File: config.mk
export PLATFORM = sky130hd
export DESIGN_NAME = spike_aer_tx
export DESIGN_NICKNAME = d
export VERILOG_FILES = /design/src/rtl/spike_aer_tx.sv
export SDC_FILE = /design/constraint.sdc
export NUM_CORES = 1
export LEC_CHECK = 0
export CAP_MARGIN = 20
export CELL_PAD_IN_SITES_DETAIL_PLACEMENT = 0
export CELL_PAD_IN_SITES_GLOBAL_PLACEMENT = 1
export CORE_ASPECT_RATIO = 1.75
export CORE_UTILIZATION = 39
export CTS_BUF_LIST = sky130_fd_sc_hd__clkbuf_4 sky130_fd_sc_hd__clkbuf_8 sky130_fd_sc_hd__clkbuf_16
export DETAILED_ROUTE_END_ITERATION = 7
export PLACE_DENSITY_LB_ADDON = 0.1
export SYNTH_ARGS = -nofsm -noshare
export SYNTH_HDL_FRONTEND = slang
export SYNTH_SLANG_ARGS = --single-unit
File: constraint.sdc
create_clock -name clk -period 2.8 [get_ports clk]
set_input_delay 0.42 -clock clk [delete_from_list [all_inputs] [get_ports clk]]
set_output_delay 0.42 -clock clk [all_outputs]
set_load 0.01 [all_outputs]
File: src/rtl/spike_aer_tx.sv
// -----------------------------------------------------------------------------
// spike_aer_tx
//
// Two-neuron Address-Event Representation transmitter. Rising edges on the
// two spike inputs become events (source address + optional timestamp). The
// events are queued in a small FIFO and sent one at a time over a 4-phase
// req/ack handshake.
//
// Parameters
//   TS_WIDTH    timestamp width in bits
//   FIFO_DEPTH  event FIFO entries (power of two, >= 2)
//
// Ports
//   clk         rising-edge clock, the only clock
//   rst         synchronous, active-high reset
//   spike_in    neuron spike levels; bit0 -> address 0, bit1 -> address 1
//   aer_req     4-phase request (registered)
//   aer_ack     4-phase acknowledge from the receiver
//   aer_addr    source address of the presented event (registered)
//   aer_ts      timestamp of the presented event (registered)
//   fifo_level  current FIFO occupancy
//   overflow    sticky: at least one event was dropped since reset
//
// Configuration
//   AER_TX_TIMESTAMP_EN  when defined, a free-running timestamp counter and
//                        per-entry timestamp storage are built and aer_ts
//                        carries the event timestamp. When undefined, both are
//                        omitted and aer_ts is tied to zero.
// -----------------------------------------------------------------------------
module spike_aer_tx #(
  parameter int TS_WIDTH   = 6,
  parameter int FIFO_DEPTH = 4
) (
  input  logic                          clk,
  input  logic                          rst,
  input  logic [1:0]                    spike_in,
  output logic                          aer_req,
  input  logic                          aer_ack,
  output logic                          aer_addr,
  output logic [TS_WIDTH-1:0]           aer_ts,
  output logic [$clog2(FIFO_DEPTH):0]   fifo_level,
  output logic                          overflow
);

  localparam int PW = $clog2(FIFO_DEPTH);
  localparam int LW = PW + 1;

  typedef enum logic [1:0] {
    ST_IDLE,
    ST_REQ,
    ST_ACKLOW
  } state_e;

  // ---------------------------------------------------------------------------
  // Spike edge detection
  // ---------------------------------------------------------------------------
  // hold_q masks a bit that was already high when reset was sampled, so a
  // level held through reset release is not mistaken for a new spike. The
  // mask bit clears as soon as the input is seen low.
  logic [1:0] spike_q;
  logic [1:0] hold_q;
  logic [1:0] spike_evt;

  assign spike_evt = spike_in & ~spike_q & ~hold_q;

  // NOTE: sequential state is updated with non-blocking assignments so every
  // register samples the pre-edge values of the others.
  always_ff @(posedge clk) begin
    if (rst) begin
      spike_q <= '0;
      hold_q  <= spike_in;
    end else begin
      spike_q <= spike_in;
      hold_q  <= hold_q & spike_in;
    end
  end

`ifdef AER_TX_TIMESTAMP_EN
  // ---------------------------------------------------------------------------
  // Free-running timestamp counter, wraps naturally at 2^TS_WIDTH
  // ---------------------------------------------------------------------------
  logic [TS_WIDTH-1:0] ts_cnt_q;

  always_ff @(posedge clk) begin
    if (rst) begin
      ts_cnt_q <= '0;
    end else begin
      ts_cnt_q <= ts_cnt_q + TS_WIDTH'(1);
    end
  end
`endif

  // ---------------------------------------------------------------------------
  // Write source selection
  // ---------------------------------------------------------------------------
  // The FIFO takes one write per cycle. When both neurons fire together,
  // address 0 is written now and address 1 is parked in the pending register
  // (with the same timestamp) and written on the following edge. A new edge
  // cannot coincide with a pending write because each input needs at least
  // two cycles between rising edges.
  logic                pend_q, pend_d;
  logic                wr_en;
  logic                wr_addr;
`ifdef AER_TX_TIMESTAMP_EN
  logic [TS_WIDTH-1:0] pend_ts_q, pend_ts_d;
  logic [TS_WIDTH-1:0] wr_ts;
`endif

  // NOTE: every signal driven here gets a default first so no path leaves it
  // unassigned, which would otherwise infer a latch.
  always_comb begin
    wr_en     = 1'b0;
    wr_addr   = 1'b0;
    pend_d    = 1'b0;
`ifdef AER_TX_TIMESTAMP_EN
    wr_ts     = ts_cnt_q;
    pend_ts_d = pend_ts_q;
`endif
    if (pend_q) begin
      wr_en   = 1'b1;
      wr_addr = 1'b1;
`ifdef AER_TX_TIMESTAMP_EN
      wr_ts   = pend_ts_q;
`endif
    end else if (spike_evt[0]) begin
      wr_en   = 1'b1;
      wr_addr = 1'b0;
      if (spike_evt[1]) begin
        pend_d    = 1'b1;
`ifdef AER_TX_TIMESTAMP_EN
        pend_ts_d = ts_cnt_q;
`endif
      end
    end else if (spike_evt[1]) begin
      wr_en   = 1'b1;
      wr_addr = 1'b1;
    end
  end

  // ---------------------------------------------------------------------------
  // Event FIFO
  // ---------------------------------------------------------------------------
  logic [PW-1:0]       wr_ptr_q, rd_ptr_q;
  logic [LW-1:0]       level_q, level_d;
  logic                mem_addr_q [FIFO_DEPTH];
`ifdef AER_TX_TIMESTAMP_EN
  logic [TS_WIDTH-1:0] mem_ts_q   [FIFO_DEPTH];
`endif
  logic                overflow_q;
  logic                pop;
  logic                push;
  logic                drop;

  state_e              state_q, state_d;

  // The head has already been copied to the output registers when the pop
  // happens, so a full FIFO may overwrite the head slot in the same cycle.
  assign pop  = (state_q == ST_REQ) && aer_ack;
  assign push = wr_en && ((level_q != LW'(FIFO_DEPTH)) || pop);
  assign drop = wr_en && !push;

  always_comb begin
    level_d = level_q;
    case ({push, pop})
      2'b10:   level_d = level_q + LW'(1);
      2'b01:   level_d = level_q - LW'(1);
      default: level_d = level_q;
    endcase
  end

  // NOTE: storage entries carry no reset; the pointers and level define what
  // is valid, so clearing those flushes the FIFO.
  always_ff @(posedge clk) begin
    if (push) begin
      mem_addr_q[wr_ptr_q] <= wr_addr;
`ifdef AER_TX_TIMESTAMP_EN
      mem_ts_q[wr_ptr_q]   <= wr_ts;
`endif
    end
  end

  always_ff @(posedge clk) begin
    if (rst) begin
      wr_ptr_q   <= '0;
      rd_ptr_q   <= '0;
      level_q    <= '0;
      overflow_q <= 1'b0;
      pend_q     <= 1'b0;
`ifdef AER_TX_TIMESTAMP_EN
      pend_ts_q  <= '0;
`endif
    end else begin
      if (push) wr_ptr_q <= wr_ptr_q + PW'(1);
      if (pop)  rd_ptr_q <= rd_ptr_q + PW'(1);
      level_q <= level_d;
      if (drop) overflow_q <= 1'b1;
      pend_q <= pend_d;
`ifdef AER_TX_TIMESTAMP_EN
      pend_ts_q <= pend_ts_d;
`endif
    end
  end

  // ---------------------------------------------------------------------------
  // 4-phase handshake FSM
  // ---------------------------------------------------------------------------
  logic                req_q, req_d;
  logic                addr_q, addr_d;
`ifdef AER_TX_TIMESTAMP_EN
  logic [TS_WIDTH-1:0] ts_q, ts_d;
`endif

  always_comb begin
    state_d = state_q;
    req_d   = req_q;
    addr_d  = addr_q;
`ifdef AER_TX_TIMESTAMP_EN
    ts_d    = ts_q;
`endif
    case (state_q)
      // aer_ack is deliberately ignored here.
      ST_IDLE: begin
        if (level_q != '0) begin
          addr_d  = mem_addr_q[rd_ptr_q];
`ifdef AER_TX_TIMESTAMP_EN
          ts_d    = mem_ts_q[rd_ptr_q];
`endif
          req_d   = 1'b1;
          state_d = ST_REQ;
        end
      end
      // Address and timestamp hold steady while the request is up.
      ST_REQ: begin
        if (aer_ack) begin
          req_d   = 1'b0;
          state_d = ST_ACKLOW;
        end
      end
      ST_ACKLOW: begin
        if (!aer_ack) begin
          state_d = ST_IDLE;
        end
      end
      default: begin
        state_d = ST_IDLE;
        req_d   = 1'b0;
      end
    endcase
  end

  // Reset aborts any transfer in flight: the request drops at the reset edge
  // whatever the receiver is doing.
  always_ff @(posedge clk) begin
    if (rst) begin
      state_q <= ST_IDLE;
      req_q   <= 1'b0;
      addr_q  <= 1'b0;
`ifdef AER_TX_TIMESTAMP_EN
      ts_q    <= '0;
`endif
    end else begin
      state_q <= state_d;
      req_q   <= req_d;
      addr_q  <= addr_d;
`ifdef AER_TX_TIMESTAMP_EN
      ts_q    <= ts_d;
`endif
    end
  end

  // ---------------------------------------------------------------------------
  // Outputs
  // ---------------------------------------------------------------------------
  assign aer_req    = req_q;
  assign aer_addr   = addr_q;
  assign fifo_level = level_q;
  assign overflow   = overflow_q;
`ifdef AER_TX_TIMESTAMP_EN
  assign aer_ts     = ts_q;
`else
  assign aer_ts     = '0;
`endif

endmodule

After elaboration in Yosys (flattened, before gate mapping)
Memories as Yosys holds them, arrays and structs flattened. A register that Yosys moved wholly into a read port is not among the register bits.
Cells that the tools add are included.
{ "classes": {"n_mux": 16, "n_reduce_logical": 12, "n_eq_ne": 8, "n_bitwise": 7, "add_sub_neg": 4} }
{ "ops": {"columns": ["cell", "n"], "rows": [
  ["1-bit two-way mux", 9],
  ["2-bit two-way mux", 4],
  ["2-bit bitwise AND", 3],
  ["2-bit inequality test (second input constant)", 3],
  ["2-bit one-hot mux with 3 select lines", 1],
  ["3-bit one-hot mux with 2 select lines", 1],
  ["3-bit AND reduction", 2],
  ["2-bit by 1-bit adder with 2-bit output (second input constant)", 2],
  ["2-bit by 1-bit == test with 1-bit output (second input constant)", 2],
  ["2-bit == test (second input constant)", 2],
  ["2-bit inverter", 2],
  ["3-bit by 1-bit adder with 3-bit output (second input constant)", 1],
  ["1-bit logical AND", 3],
  ["3-bit inequality test (second input constant)", 1],
  ["1-bit one-hot mux with 3 select lines", 1],
  ["3-bit nonzero test", 1],
  ["3-bit OR reduction", 1],
  ["3-bit by 1-bit subtractor with 3-bit output (second input constant)", 1],
  ["2-bit zero test", 1],
  ["1-bit inverter", 2],
  ["2-bit AND reduction", 1],
  ["2-bit nonzero test", 1],
  ["1-bit zero test", 1],
  ["1-bit logical OR", 1]
]} }
{ "word_totals": {"n_memories": 1, "ff_bits": 16, "output_inout_bits": 12, "ramBits": 4, "word_cells": 57, "input_bits": 5} }
{ "mem_list": {"columns": ["name", "words", "word_bits", "read_ports", "rd_ports_with_merged_regs", "write_ports", "line", "text"], "rows": [
  ["mem_addr_q", 4, 1, 1, 1, 1, "145", "logic mem_addr_q [FIFO_DEPTH];"]
]} }

Depth between registers and ports, before layout
Gate-level depths: netlist of run 1.
{ "depth": {"word_depth": 9, "depth_mapped": 6, "depth_no_buf": 6} }

Least setup slack after synthesis of run 1
Ideal clock, no wire load.
{ "synth_timing": {"path_type": "input to register", "from": "input spike_in[0]", "to": "register level_q[2], in the netlist fifo_level[2]", "setup_time_ns": 0.121, "stages": 6, "path_buffers": 0, "setup_slack_ns": 0.894, "arrival_time_ns": 1.785, "required_ns": 2.679, "cell_sequence": "nor3b_1 -> nor4_2 -> fa_1 -> and2_1 -> a22oi_2 -> mux2_4"} }
{ "synth_via": {"elab_chain_len": 7, "elab_cells_between_ends": 9, "cone_classes": "eq/ne: 2; mux: 3; bitwise: 2; reduce/logical: 2"} }
{ "synth_lines": {"columns": ["item", "line", "text"], "rows": [
  ["start, declared", "36", "input logic [1:0] spike_in,"],
  ["2-bit bitwise AND (*) (2 in a row)", "64", "assign spike_evt = spike_in & ~spike_q & ~hold_q;"],
  ["1-bit two-way mux (*)", "125", "end else if (spike_evt[0]) begin"],
  ["1-bit two-way mux (*)", "119", "if (pend_q) begin"],
  ["1-bit logical AND (*)", "159", "assign push = wr_en && ((level_q != LW'(FIFO_DEPTH)) || pop);"],
  ["2-bit by 1-bit == test with 1-bit output / 2-bit == test (equally long branches)", "164", "case ({push, pop})"],
  ["3-bit one-hot mux with 2 select lines / 2-bit nonzero test (equally long branches)", null, null],
  ["end signal, assigned", "195", "level_q <= level_d;"],
  ["end, declared", "144", "logic [LW-1:0] level_q, level_d;"]
]} }
Every way passes the cells marked *; elsewhere a longest branch is shown, timed or not.
A chain may end at the register's enable or synchronous reset.

Worst setup path in the final report of run 1
Same ends and word-level chain as after synthesis.

==> results.sh, run 1 <==
export IMPL_fp_dieH_um=70.1
export IMPL_htree_num_levels=1
export IMPL_core_area_sq_um=2490
export IMPL_grt_usage_pct=12.0
export IMPL_vias_per_cell=4.88
export IMPL_hold_violations=0
export IMPL_ys_types=32
export IMPL_root_buffer="clkbuf_8"
export IMPL_netlist_area_sq_um=1030
export IMPL_clk_pin_slew_ns=0.08
export IMPL_fin_setup_tns_ns=0
export IMPL_wl_per_cell_um=11.1
export IMPL_grt_overflow=0
export IMPL_min_period_ns=2.30
export IMPL_first_pass_iters=2
export IMPL_drt_iter0_markers=5
export IMPL_min_path_type="reg -> reg"
export IMPL_maxSlewViolCount=0
export IMPL_rsz0062_at_grt="false"
export IMPL_critical_path_max_fanout=4
export IMPL_antenna_found_initial=0
export IMPL_yosysWarnings=0
export IMPL_hold_depth=2
export IMPL_die_w_um=40.9
export IMPL_r2r_cells=6
export IMPL_synthAdderAreaFrac_pct=6.77
export IMPL_setup_viol=0
export IMPL_fillers=256
export IMPL_skew_ns=0.00285
export IMPL_reg2reg_slack_ns=0.83
export IMPL_synth_top_family_by_area="simple AND/OR/NAND/NOR gates"
export IMPL_powerDensity_nw_per_um2=716
export IMPL_worstSetupPathType="in -> reg"
export IMPL_cts_tree="built"
export IMPL_crit_reg2reg_launch="state_q[1]"
export IMPL_yosys_area_share_simple_pct=20.3
export IMPL_io_buffers=10
export IMPL_p_leak_nw=0.451
export IMPL_cts_sinks=21
export IMPL_die_area_sq_um=2870
export IMPL_antenna_cells=0
export IMPL_syn_area_per_cell_sq_um=10.8
export IMPL_synth_xor_area_share_pct=3.39
export IMPL_ant_nets=0
export IMPL_synth_area_leader_cell="dfxtp_1"
export IMPL_synth_mux_area_share_pct=7.98
export IMPL_crit_path_end_kind="flip-flop"
export IMPL_placed_area_sq_um=1140
export IMPL_cts_setup_buffers=0
export IMPL_cts_made_buffers=3
export IMPL_io_pins=17
export IMPL_hold_path_endpoint="overflow"
export IMPL_insertion_delay_ns=0.25
export IMPL_post_route_period_util_pct=82.2
export IMPL_gp_congestion=0.756
export IMPL_r2r_end="fifo_level[2]"
export IMPL_drive_gt1_share_pct=13.0
export IMPL_fin_nets=119
export IMPL_maxCapViolations=0
export IMPL_worstPathRequired_ns=2.95
export IMPL_vdd_ir_drop_max_v=0.000334
export IMPL_cts_resized=0
export IMPL_row_count=24
export IMPL_synth_top_area_share_pct=32.9
export IMPL_min_delay_start="overflow"
export IMPL_finalInstanceArea_sq_um=1190
export IMPL_place_ws_ns=0.239
export IMPL_worstSetupStartpointType="input port"
export IMPL_grt_pass1_wl_um=2500
export IMPL_cts_buffer_depth=2
export IMPL_ctsHoldBuffers=0
export IMPL_ys_seq_area_share_pct=44.5
export IMPL_hpwl_um=1150
export IMPL_setup_slack_ns=0.500
export IMPL_initial_core_util_pct=41.5
export IMPL_fmax_mhz=435
export IMPL_status="completed"
export IMPL_synthCells=96
export IMPL_syn2layout_area_growth_pct=14.8
export IMPL_grt_pass1_vias=626
export IMPL_routed_wirelength_um=1480
export IMPL_synth_seq_cells=21
export IMPL_route_detailed_drc=0
export IMPL_synth_compound_area_share_pct=9.43
export IMPL_vias=654
export IMPL_stdcell_count=134
export IMPL_dp_cells=130
export IMPL_synth_area_leaders="dfxtp_1, edfxtp_1, ha_1, buf_4, xnor2_1"
export IMPL_arrival_ns=2.45
export IMPL_grt_max_degree=20
==> critical path, stage by stage <==
cell             delay [ns]
clkdlybuf4s50_1        0.50
nor3b_1                0.38
nor4_2                 0.15
fa_1                   0.39
and2_1                 0.15
a22oi_2                0.14
mux2_4                 0.31
==> final cells by class <==
type | instances | area, sq um | share of cell area, %
repair buffers | 11 | 108 | 9.06
flip-flops and latches | 21 | 460 | 38.8
clock inverters | 1 | 5.00 | 0.421
multi-input cells | 66 | 518 | 43.6
clock buffers | 3 | 41.3 | 3.48
inverters | 6 | 22.5 | 1.90
well taps | 26 | 32.5 | 2.74
==> cell families (layout without fill, tap and decap cells) <==
group / after synthesis / count (layout)
AO/OA/AOI/OAI: 11 / 11
XOR/XNOR: 4 / 4
adder cells (fa/ha/maj): 5 / 5
buffers and inverters: 14 / 21
flip-flops: 21 / 21
multiplexers: 6 / 6
other: 1 / 6
AND/OR/NAND/NOR: 34 / 34
==> stage by stage <==
stage          power, mW  hold WS [ns]  utilization [%]
6_report           0.850         0.454             47.6
5_1_grt            0.908         0.496             47.6
4_1_cts            0.863         0.456             47.6
3_5_place_dp       0.670         0.437             45.8
3_3_place_gp       0.666         0.439             45.8
2_1_floorplan      0.589         0.456                -
==> how the worst max path moves through the flow <==
| stage | start | endpoint | slack (ns) | depth (start not counted) |
|---|---|---|---|---|
| after floorplan | spike_in[0] | fifo_level[2] | 0.89 | 6 |
| after global placement | spike_in[0] | fifo_level[2] | 0.26 | 7 |
| after detailed placement | spike_in[0] | fifo_level[2] | 0.24 | 7 |
| after CTS | spike_in[0] | fifo_level[2] | 0.50 | 7 |
| after global routing | spike_in[0] | fifo_level[2] | 0.37 | 7 |
| final | spike_in[0] | fifo_level[2] | 0.50 | 7 |
==> layer usage <==
metal	part of all wire, %	global-route usage, %	vias up
met4	0.94	3.33	0
met1	43	14.5	307
met3	2.7	1.90	2
met2	54	20.3	9
li1	-	-	336
met5	0	0	-
==> Yosys cell counts <==
| master | n |
|---|---|
| edfxtp_1 | 4 |
| o21ai_0 | 2 |
| xnor2_1 | 4 |
| buf_4 | 6 |
| nand2_1 | 2 |
| and2_1 | 5 |
| nor3b_1 | 4 |
| conb_1 | 1 |
| a32oi_4 | 1 |
| clkbuf_1 | 2 |
| ha_1 | 4 |
| o311ai_0 | 1 |
| or4b_1 | 1 |
| nor4_2 | 1 |
| nand2b_1 | 2 |
| o21a_1 | 2 |
| mux4_2 | 1 |
| nor3_1 | 2 |
| or3_1 | 1 |
| nand3b_2 | 1 |
| or3b_1 | 1 |
| a21oi_1 | 3 |
| or3b_4 | 1 |
| nor2_1 | 9 |
| fa_1 | 1 |
| nor2b_1 | 4 |
| dfxtp_1 | 17 |
| a21oi_2 | 1 |
| mux2_4 | 2 |
| mux2i_1 | 3 |
| inv_1 | 6 |
| a22oi_2 | 1 |
==> power by group <==
group	switching, mW	total [mW]	internal [mW]
Sequential	0.0450	0.405	0.360
Combinational	0.111	0.252	0.142
Clock	0.0944	0.193	0.0988
==> sequential cells by signal, indices dropped and copies added, names as in the netlist <==
signal	flops
aer_addr	1
aer_req	1
fifo_level	3
hold_q	2
mem_addr_q	4
overflow	1
pend_q	1
rd_ptr_q	2
spike_q	2
state_q	2
wr_ptr_q	2
==> cell usage in the layout (no fill, tap or decap) <==
master / synthesis / final
xnor2_1: 4 / 4
a21oi_1: 3 / 3
buf_4: 6 / 1
nand2b_1: 2 / 2
clkdlybuf4s50_1: 0 / 10
mux2i_1: 3 / 3
nor4_2: 1 / 1
clkbuf_8: 0 / 3
clkinv_2: 0 / 1
ha_1: 4 / 4
a22oi_2: 1 / 1
or3_1: 1 / 1
inv_1: 6 / 6
mux4_2: 1 / 1
dfxtp_1: 17 / 17
o21ai_0: 2 / 2
and2_1: 5 / 5
o311ai_0: 1 / 1
conb_1: 1 / 6
a32oi_4: 1 / 1
a21oi_2: 1 / 1
or4b_1: 1 / 1
nor2b_1: 4 / 4
o21a_1: 2 / 2
or3b_4: 1 / 1
mux2_4: 2 / 2
nor3_1: 2 / 2
nor2_1: 9 / 9
nor3b_1: 4 / 4
fa_1: 1 / 1
nand3b_2: 1 / 1
nand2_1: 2 / 2
edfxtp_1: 4 / 4
or3b_1: 1 / 1
(Power assumes the default switching activity.)
==> run 2, diff against run 1 <==
==> constraint.sdc (replaced) <==
create_clock -name clk -period 2.4 [get_ports clk]
set_input_delay 0.36 -clock clk [delete_from_list [all_inputs] [get_ports clk]]
set_output_delay 0.36 -clock clk [all_outputs]
set_load 0.01 [all_outputs]
==> results.sh, run 2 (synthesis gave the netlist of run 1 again) <==
export IMPL_io_pins=17
export IMPL_setup_slack_ns=0.293
export IMPL_row_count=24
export IMPL_die_w_um=40.9
export IMPL_fin_nets=123
export IMPL_cts_buffer_depth=2
export IMPL_status="completed"
export IMPL_grt_overflow=0
export IMPL_worstSetupPathType="in -> reg"
export IMPL_fillers=247
export IMPL_cts_made_buffers=3
export IMPL_place_ws_ns=0.0237
export IMPL_p_switching_mw=0.303
export IMPL_clk_pin_slew_ns=0.08
export IMPL_drive_gt1_share_pct=16.1
export IMPL_hold_violations=0
export IMPL_min_path_type="reg -> reg"
export IMPL_most_common_layout_cells="dfxtp_1, clkdlybuf4s50_1, nor2_1"
export IMPL_cp_slowest_cell="clkdlybuf4s50_1"
export IMPL_cts_sinks=21
export IMPL_fp_dieH_um=70.1
export IMPL_maxCapViolations=0
export IMPL_top_register="mem_addr_q"
export IMPL_combPwrFrac_pct=30.4
export IMPL_io_buffers=10
export IMPL_final_common_cell="dfxtp_1"
export IMPL_internal_power_mw=0.710
export IMPL_skew_ns=0.00141
export IMPL_cpPeakStageDelay_ns=0.50
export IMPL_highest_layer="met4"
export IMPL_met3_length_um=43
export IMPL_drt_iter0_markers=3
export IMPL_routed_wirelength_um=1600
export IMPL_antenna_found_initial=0
export IMPL_worstPathRequired_ns=2.55
export IMPL_first_pass_iters=2
export IMPL_insertion_delay_ns=0.25
export IMPL_arrival_ns=2.26
export IMPL_critical_path_buf_inv_count=1
export IMPL_critical_path_max_fanout=4
export IMPL_cp_top_family="simple AND/OR/NAND/NOR gates"
export IMPL_vdd_ir_drop_max_v=0.000470
export IMPL_root_buffer="clkbuf_8"
export IMPL_p_leak_nw=0.470
export IMPL_setup_viol=0
export IMPL_grt_usage_pct=13.5
export IMPL_maxSlewViolCount=0
export IMPL_min_period_ns=2.11
export IMPL_post_route_period_util_pct=87.8
export IMPL_largest_reg_flops=4
export IMPL_vias_per_cell=4.80
export IMPL_core_area_sq_um=2490
export IMPL_crit_chain="clkdlybuf4s50_1 -> nor3b_1 -> nor4_2 -> fa_1 -> and2_1 -> a22oi_2 -> mux2_4"
export IMPL_grt_pass1_vias=673
export IMPL_die_area_sq_um=2870
export IMPL_cts_tree="built"
export IMPL_grt_pass1_wl_um=2650
export IMPL_route_detailed_drc=0
export IMPL_hpwl_um=1260
export IMPL_seqPwrFrac_pct=47.0
export IMPL_syn2layout_area_growth_pct=17.7
export IMPL_cts_resized=0
export IMPL_grt_max_degree=20
export IMPL_ctsHoldBuffers=0
export IMPL_clockPowerShare_pct=22.6
export IMPL_dr_wl_met2_um=876
export IMPL_initial_core_util_pct=41.5
export IMPL_vias=663
export IMPL_netSwitchingFraction_pct=29.9
export IMPL_fin_setup_tns_ns=0
export IMPL_fmax_mhz=475
export IMPL_crit_path_end_kind="flip-flop"
export IMPL_cts_setup_buffers=0
export IMPL_hold_ws_ns=0.452
export IMPL_wl_per_cell_um=11.6
export IMPL_htree_num_levels=1
export IMPL_rsz0062_at_grt="false"
export IMPL_powerDensity_nw_per_um2=832
export IMPL_finalPower_mw=1.01
export IMPL_ant_nets=0
export IMPL_antenna_cells=0
export IMPL_worstSetupStartpointType="input port"
export IMPL_wl_met1_um=659
export IMPL_gp_congestion=0.761
## run 2: changes by cell type in the layout (fill, tap and decap cells not counted), sizes merged
cell,change
buf,+4
## run 2: path summary, 6_finish.rpt
path	depth (start not counted)	start	to	slack, ns
hold reg to reg	2	overflow	overflow	0.45
hold / removal	2	overflow	overflow	0.45
setup / recovery	7	spike_in[0]	fifo_level[2]	0.29
setup reg to reg	6	hold_q[0]	fifo_level[2]	0.58
## run 2: power groups by stage
| stage | sequential [mW] | clock, mW | combinational [mW] |
|---|---|---|---|
| after global routing | 0.490 | 0.248 | 0.346 |
| after floorplan | 0.486 | 0 | 0.201 |
| final | 0.475 | 0.229 | 0.308 |
| after global placement | 0.482 | 0 | 0.305 |
| after CTS | 0.478 | 0.234 | 0.312 |
| after detailed placement | 0.486 | 0 | 0.311 |
## run 2: final cells by class
| cell class | count | area (sq um) | area share [%] |
|---|---|---|---|
| clock buffers | 3 | 41.3 | 3.39 |
| clock inverters | 1 | 5.00 | 0.411 |
| inverters | 6 | 22.5 | 1.85 |
| multi-input cells | 66 | 518 | 42.5 |
| flip-flops and latches | 21 | 460 | 37.8 |
| well taps | 26 | 32.5 | 2.67 |
| repair buffers | 15 | 138 | 11.3 |
## run 2: per-stage QoR
step,instances,cell area [sq um],util [%]
final,138,1220,48.8
after global placement,134,1170,47.0
after floorplan,101,1050,-
after global routing,138,1220,48.8
after CTS,138,1220,48.8
after detailed placement,134,1170,47.0
## run 2: metal layers
metal / up-vias / track usage (%)
li1: 344 / -
met4: 0 / 6.67
met2: 9 / 23.6
met3: 2 / 3.17
met1: 308 / 13.0
met5: - / 0
## run 2: worst register-to-register path: cells and delay by family, from the launching register on
kind | cells | cell delay [ns]
adder cells (fa/ha/maj) | 1 | 0.38
flip-flops | 1 | 0.32
AO/OA/AOI/OAI | 1 | 0.14
AND/OR/NAND/NOR | 3 | 0.55
multiplexers | 1 | 0.31
